[src/rtl/avalon_mem_arbiter.sv]
// avalon_mem_arbiter: two Avalon-MM masters (m0 = instruction fetch,
// m1 = data) sharing one Avalon-MM slave. Requests are serialised through
// an IDLE -> ISSUE -> WAIT -> DONE sequence. The slave command is
// registered, and the granted master sees waitrequest low for exactly one
// cycle, in DONE, with its readdata already registered.
// Optional build macro ARB_ROUND_ROBIN_EN: on a simultaneous request the
// master that did not win last time is granted. Without it the fixed
// priority set by PRIO_M1 always applies.
module avalon_mem_arbiter #(
    parameter int ADDR_W  = 32,
    parameter int DATA_W  = 32,
    parameter int PRIO_M1 = 1
) (
    input  logic                  clk,
    input  logic                  reset_n,
    input  logic [ADDR_W-1:0]     m0_address,
    input  logic [DATA_W/8-1:0]   m0_byteenable,
    input  logic                  m0_read,
    input  logic                  m0_write,
    input  logic [DATA_W-1:0]     m0_writedata,
    output logic                  m0_waitrequest,
    output logic [DATA_W-1:0]     m0_readdata,
    input  logic [ADDR_W-1:0]     m1_address,
    input  logic [DATA_W/8-1:0]   m1_byteenable,
    input  logic                  m1_read,
    input  logic                  m1_write,
    input  logic [DATA_W-1:0]     m1_writedata,
    output logic                  m1_waitrequest,
    output logic [DATA_W-1:0]     m1_readdata,
    output logic [ADDR_W-1:0]     s_address,
    output logic [DATA_W/8-1:0]   s_byteenable,
    output logic                  s_read,
    output logic                  s_write,
    output logic [DATA_W-1:0]     s_writedata,
    input  logic                  s_waitrequest,
    input  logic [DATA_W-1:0]     s_readdata
);

    localparam int BE_W = DATA_W / 8;

    typedef enum logic [1:0] {IDLE, ISSUE, WAIT, DONE} state_t;

    state_t              state_q, state_d;
    // grant: 0 = m0, 1 = m1; only meaningful outside IDLE
    logic                grant_q, grant_d;
    logic [ADDR_W-1:0]   s_address_q, s_address_d;
    logic [BE_W-1:0]     s_byteenable_q, s_byteenable_d;
    logic [DATA_W-1:0]   s_writedata_q, s_writedata_d;
    logic                s_read_q, s_read_d;
    logic                s_write_q, s_write_d;
    logic [DATA_W-1:0]   m0_readdata_q, m0_readdata_d;
    logic [DATA_W-1:0]   m1_readdata_q, m1_readdata_d;
`ifdef ARB_ROUND_ROBIN_EN
    logic                last_grant_q, last_grant_d;
`endif

    logic req0, req1, winner;

    assign req0 = m0_read | m0_write;
    assign req1 = m1_read | m1_write;

    // Arbitration: pick which master is granted when leaving IDLE
    always_comb begin
        winner = req1;
        if (req0 && req1) begin
`ifdef ARB_ROUND_ROBIN_EN
            winner = ~last_grant_q;
`else
            winner = (PRIO_M1 != 0);
`endif
        end
    end

    // State register plus registered slave command and readdata; reset
    // clears the slave command asynchronously, abandoning any transfer
    always_ff @(posedge clk or negedge reset_n) begin
        if (!reset_n) begin
            state_q        <= IDLE;
            grant_q        <= 1'b0;
            s_address_q    <= '0;
            s_byteenable_q <= '0;
            s_writedata_q  <= '0;
            s_read_q       <= 1'b0;
            s_write_q      <= 1'b0;
            m0_readdata_q  <= '0;
            m1_readdata_q  <= '0;
`ifdef ARB_ROUND_ROBIN_EN
            last_grant_q   <= 1'b1;
`endif
        end else begin
            state_q        <= state_d;
            grant_q        <= grant_d;
            s_address_q    <= s_address_d;
            s_byteenable_q <= s_byteenable_d;
            s_writedata_q  <= s_writedata_d;
            s_read_q       <= s_read_d;
            s_write_q      <= s_write_d;
            m0_readdata_q  <= m0_readdata_d;
            m1_readdata_q  <= m1_readdata_d;
`ifdef ARB_ROUND_ROBIN_EN
            last_grant_q   <= last_grant_d;
`endif
        end
    end

    // Next-state logic; waitrequest is ignored in ISSUE because the slave
    // only raises it in response to the command edge
    always_comb begin
        state_d = state_q;
        case (state_q)
            IDLE:    if (req0 || req1) state_d = ISSUE;
            ISSUE:   state_d = WAIT;
            WAIT:    if (!s_waitrequest) state_d = DONE;
            DONE:    state_d = IDLE;
            default: state_d = IDLE;
        endcase
    end

    // Next values of grant, slave command and per-master readdata
    always_comb begin
        grant_d        = grant_q;
        s_address_d    = s_address_q;
        s_byteenable_d = s_byteenable_q;
        s_writedata_d  = s_writedata_q;
        s_read_d       = s_read_q;
        s_write_d      = s_write_q;
        m0_readdata_d  = m0_readdata_q;
        m1_readdata_d  = m1_readdata_q;
`ifdef ARB_ROUND_ROBIN_EN
        last_grant_d   = last_grant_q;
`endif
        case (state_q)
            IDLE: begin
                if (req0 || req1) begin
                    grant_d        = winner;
                    s_address_d    = winner ? m1_address    : m0_address;
                    s_byteenable_d = winner ? m1_byteenable : m0_byteenable;
                    s_writedata_d  = winner ? m1_writedata  : m0_writedata;
                    // read and write together is treated as a write
                    s_write_d      = winner ? m1_write : m0_write;
                    s_read_d       = winner ? (m1_read & ~m1_write)
                                            : (m0_read & ~m0_write);
                end
            end
            WAIT: begin
                if (!s_waitrequest) begin
                    if (s_read_q) begin
                        if (grant_q) m1_readdata_d = s_readdata;
                        else         m0_readdata_d = s_readdata;
                    end
                    s_read_d  = 1'b0;
                    s_write_d = 1'b0;
                end
            end
            DONE: begin
`ifdef ARB_ROUND_ROBIN_EN
                last_grant_d = grant_q;
`endif
            end
            default: ;
        endcase
    end

    // Per-master stall: released only in DONE for the granted master
    always_comb begin
        m0_waitrequest = req0 & ~((state_q == DONE) && (grant_q == 1'b0));
        m1_waitrequest = req1 & ~((state_q == DONE) && (grant_q == 1'b1));
    end

    assign s_address    = s_address_q;
    assign s_byteenable = s_byteenable_q;
    assign s_writedata  = s_writedata_q;
    assign s_read       = s_read_q;
    assign s_write      = s_write_q;
    assign m0_readdata  = m0_readdata_q;
    assign m1_readdata  = m1_readdata_q;

endmodule

[config.mk]
export PLATFORM = sky130hd
export DESIGN_NAME = avalon_mem_arbiter
export DESIGN_NICKNAME = d
export VERILOG_FILES = /design/src/rtl/avalon_mem_arbiter.sv
export SDC_FILE = /design/constraint.sdc
export NUM_CORES = 1
export LEC_CHECK = 0
export ABC_AREA = 1
export BUFFER_PORTS_ARGS = -buffer_cell sky130_fd_sc_hd__buf_2
export CORE_MARGIN = 4
export CORE_UTILIZATION = 45
export CTS_BUF_LIST = sky130_fd_sc_hd__clkbuf_4
export DETAILED_ROUTE_END_ITERATION = 16
export GPL_TIMING_DRIVEN = 0
export PLACE_DENSITY = 0.82
export SYNTH_ARGS = -nofsm -noshare
export SYNTH_HDL_FRONTEND = slang
export SYNTH_SLANG_ARGS = --single-unit
[constraint.sdc]
create_clock -name clk -period 3.09 [get_ports clk]
set_input_delay 0.309 -clock clk [delete_from_list [all_inputs] [get_ports clk]]
set_output_delay 0.309 -clock clk [all_outputs]
set_load 0.05 [all_outputs]
== After elaboration in Yosys (flattened, before gate mapping) ==
Index checks and enable logic that the tools add are counted.
Word-level totals
  input port bits: 175
  logic and storage cells: 51
  register bits: 137
Operators by class
  bitwise gates (word level): 12
  eq/ne operators: 5
  reduce and logical (&&, ||, !) cells: 11
  multiplexer cells: 14
Operator list (count)
  2-to-1 mux 32 bit: 2
  one-hot mux 2 bit (4 select lines): 1
  AND reduction 4 bit: 2
  2-to-1 mux 1 bit: 6
  NOT 1 bit: 6
  bitwise AND 1 bit: 4
  equality test 2 bit (second input constant): 2
  2-to-1 mux 2 bit: 2
  2-to-1 mux 4 bit: 1
  != test 2 bit (second input constant): 2
  one-hot mux 1 bit (2 select lines): 2
  AND reduction 2 bit: 2
  logical AND 1 bit: 3
  AND reduction 3 bit: 1
  equality test 2 x 1 -> 1 bit (second input constant): 1
  zero test 2 bit: 1
  OR 1 bit: 2
  nonzero test 2 bit: 1
  logical OR 1 bit: 1

== Depth between registers and ports, before layout ==
  depth in word-level cells: 6
  depth in mapped cells: 9
  mapped depth without buffers: 7

== Worst setup path before layout ==
Ideal clock, no wire load.
  kind: input port to output port
  start: input m1_write
  end: output m1_waitrequest
  buffers on the path: 2
  stages: 4
  data required time: 2781 ps
  arrival: 1507 ps
  path slack: 1274 ps
  cells stage by stage: buf_2 nor2_4 clkbuf_1 a21oi_1
Between the ends
  word-level cells in the longest chain between the ends: 2
RTL lines
  start, declared: RTL line 26  | input logic m1_write,
  OR 1 bit: RTL line 60  | assign req1 = m1_read | m1_write;
  bitwise AND 1 bit: RTL line 167  | m1_waitrequest = req1 & ~((state_q == DONE) && (grant_q == 1'b1));
  end, declared: RTL line 28  | output logic m1_waitrequest,
No other way between the ends.

== Worst setup path after layout ==
  start: register state_q[1]
  end: output m0_waitrequest
Between the ends
  word-level cells in the longest chain between the ends: 4
RTL lines
  start, declared: RTL line 43  | state_t state_q, state_d;
  start signal, assigned: RTL line 91  | state_q <= state_d;
  equality test 2 bit: RTL line 166  | m0_waitrequest = req0 & ~((state_q == DONE) && (grant_q == 1'b0));
  logical AND 1 bit: RTL line 166
  NOT 1 bit: RTL line 166
  bitwise AND 1 bit: RTL line 166
  end, declared: RTL line 21  | output logic m0_waitrequest,
No other way between the ends.

==> reports/results.tsv <==
stage	metric	value	unit
synth	average cell area after synthesis	7.71	um2
clocking	Reg clk slew, reported paths	0.11	ns
floorplanning	core area	13300	um2
synth	largest area contributor in the netlist	dfrtp_1	
layout	area delta synth->final	35.4	%
floorplanning	starting density of the core	46.0	%
placement	routability cong.	0.892	
layout	net count reported at finish	1311	
routing	initial drt markers	380	
pwr	switching power	5.69	mW
timing	RSZ-0062 raised after global routing	no	
routing	Total Wirelength	18800	um
clocking	clk root buf	clkbuf_4	
global_routing	GRT Resource Usage Total	23.8	%
timing	Worst Max-Slew Pin Slew	0.623	ns
synth	Synth Warn #	0	
layout	utilization of the core after routing	62.3	%
pwr	switching fraction of total power	56.4	%
critical_path	critical path arrival	1.61	ns
worst_hold_path	Hold EP	m1_readdata[8]	
floorplanning	die area	15500	um2
clocking	CTS tree	built	
routing	drt first pass iters	4	
pwr	PwrDens	1220	nW/um2
global_routing	initial antenna violation count	1	
clocking	# hold bufs at CTS	9	
pwr	Int Pwr	4.40	mW
pwr	total chip power	10.1	mW
worst_hold_path	HP Start	s_readdata[8]	
pwr	sequential power share	31.4	%
pwr	worst vdd ir	0.000642	V
synth	Post-Synthesis Cell Area	6120	um2
timing	crit share post-route	62.0	%
pwr	combinational share of power	57.6	%
critical_path	required time of the critical path	2.78	ns
timing	Fin Clk Skew	0.0129	ns
layout	# fillers	1249	
placement	PortBufs	309	
clocking	CTS resizes	0	
critical_path	Crit Reg-Reg Startpoint	state_q[0]	
synth	register area share after synthesis	56.0	%
critical_path	reg2reg path depth	9	
floorplanning	I/O Pins	311	
layout	final instance area	8290	um2
synth	synth top area cells	dfrtp_1, nand2_1, o21ai_0	
global_routing	largest net degree at the start of global routing	72	
floorplanning	Die Ht	125	um
critical_path	R2R Setup Slk	1.19	ns
clocking	clock sink count	137	
worst_hold_path	type of the worst min-delay path	in -> reg	
placement	Placed Area	7920	um2
clocking	Clock Latency Late Sink	0.52	ns
synth	Synth top area share	56.0	%
routing	vias per cell	4.78	
floorplanning	Die X-Extent	125	um
worst_hold_path	Hold Path Depth	3	
status	status	finished, final reports clean	
layout	share of cells above drive strength 1	30.4	%
critical_path	CP startpoint kind	register	
flow_run	max-cap viol count	0	
routing	Remaining DRCs	0	
clocking	CTS max path bufs	2	
global_routing	total gr overflow	0	
critical_path	Worst setup EP type	primary output	
timing	Max-slew headroom	58.5	%
routing	Routed Antenna Nets	0	
clocking	TritonCTS Buffers	17	
critical_path	crit path kind	reg -> out	
synth	number of synthesized register bits	137	
timing	Peak Freq	522	MHz
floorplanning	Site Rows	42	
synth	Syn Nets	972	
global_routing	vias in the first global route	6060	
pwr	LEAKAGE	4.87	nW
clocking	htree depth	4	
routing	via count	6324	
timing	Max Slew Vio Count	0	
timing	final hold vios	0	
synth	Mapped Cells	794	
synth	count of cell types in the netlist	13	
routing	wire per inst	14.2	um
critical_path	critical path fanouts, max	4	
clocking	Post-CTS Setup Bufs	0	
critical_path	R2R Path End	s_writedata[15]	
placement	HPWL Detailed	14600	um
pwr	clock power share	11.1	%
timing	final worst path period need	1.91	ns
timing	Setup-failing EPs final	0	
global_routing	first-pass GRT wire length	29800	um
==> per-stage QoR <==
stage	hold slack (ns)	cells	setup TNS (ns)	setup slack, ns
2_1_floorplan	0.0134	794	0	1.27
3_3_place_gp	0.450	1279	-17.76	-0.139
3_5_place_dp	0.344	1280	0	1.14
4_1_cts	0.000673	1321	0	1.09
5_1_grt	0.0194	1323	0	1.02
6_report	0.0573	1323	0	1.18
==> flip-flops by register name (all words and copies together), names as in the netlist <==
name,flops
s_byteenable,4
m1_readdata,32
s_writedata,32
state_q,2
m0_readdata,32
grant_q,1
s_write,1
s_address,32
s_read,1
==> worst max path at each step <==
stage                    start         endpoint  cells past startpoint  slack [ns]
floorplan             m1_write   m1_waitrequest                      4        1.27
global placement       reset_n    s_address[21]                      1       -0.14
detailed placement  state_q[0]  s_writedata[15]                      9        1.14
CTS                 state_q[1]   m1_waitrequest                      3        1.09
global route        state_q[1]   m0_waitrequest                      3        1.02
finish              state_q[1]   m0_waitrequest                      3        1.18
==> power groups by stage <==
stage               logic [mW]  clock network [mW]  registers (mW)
CTS                       5.85                1.15            3.15
finish                    5.81                1.12            3.16
floorplan                 1.26                   0            6.16
detailed placement        5.84                   0            3.18
global route              6.18                1.23            3.25
global placement          5.75                   0            3.16
==> cells in the final DEF, fill, tap and decap left out, drive strengths merged, types with 5 or more instances in the layout <==
| cell type | netlist | final |
|---|---|---|
| nand2 | 415 | 415 |
| buf | 6 | 316 |
| dfrtp | 137 | 137 |
| o21ai | 136 | 136 |
| clkbuf | 42 | 63 |
| inv | 41 | 41 |
| dlygate4sd3 | 0 | 10 |
| clkinv | 0 | 9 |
| nand3 | 6 | 6 |
| nor2 | 5 | 5 |
==> per-layer routing <==
layer | routed length [um] | up-vias | track usage (%)
met5 | 0 | - | 0
met4 | 599 | 0 | 11.1
met3 | 1540 | 39 | 5.87
met2 | 9280 | 285 | 40.5
met1 | 7420 | 2841 | 28.4
li1 | - | 3159 | -
==> worst max-delay path: stages (launching register included) <==
cell and delay, ns:
dfrtp_1 0.44, ha_1 0.21, a21oi_1 0.14, buf_2 0.30
==> cell usage after synthesis <==
master    count
clkbuf_1     42
buf_2         6
inv_2         1
nor2_1        4
nor2_4        1
nand2_1     415
o21ai_0     136
ha_1          3
inv_1        40
nand3_1       6
a21oi_1       2
a21oi_2       1
dfrtp_1     137
==> logic make-up after synthesis <==
| logic type | synth area share (%) |
|---|---|
| AO/OA/AOI/OAI | 11.4 |
| flip-flops | 56.0 |
| AND/OR/NAND/NOR | 26.4 |
| adder cells (fa/ha/maj) | 0.613 |
| buffers and inverters | 5.58 |
==> cell type report <==
type / count / area, um2 / share of cell area (%)
plain buffers: 48 / 188 / 2.26
inverters: 41 / 154 / 1.86
clock buffers: 21 / 158 / 1.90
multi-input cells: 568 / 2350 / 28.4
repair buffers: 320 / 1680 / 20.3
diodes: 1 / 2.50 / 0.0302
well taps: 176 / 220 / 2.66
flip-flops and latches: 137 / 3430 / 41.4
clock inverters: 11 / 105 / 1.27
Power figures use the tool's default switching activity.
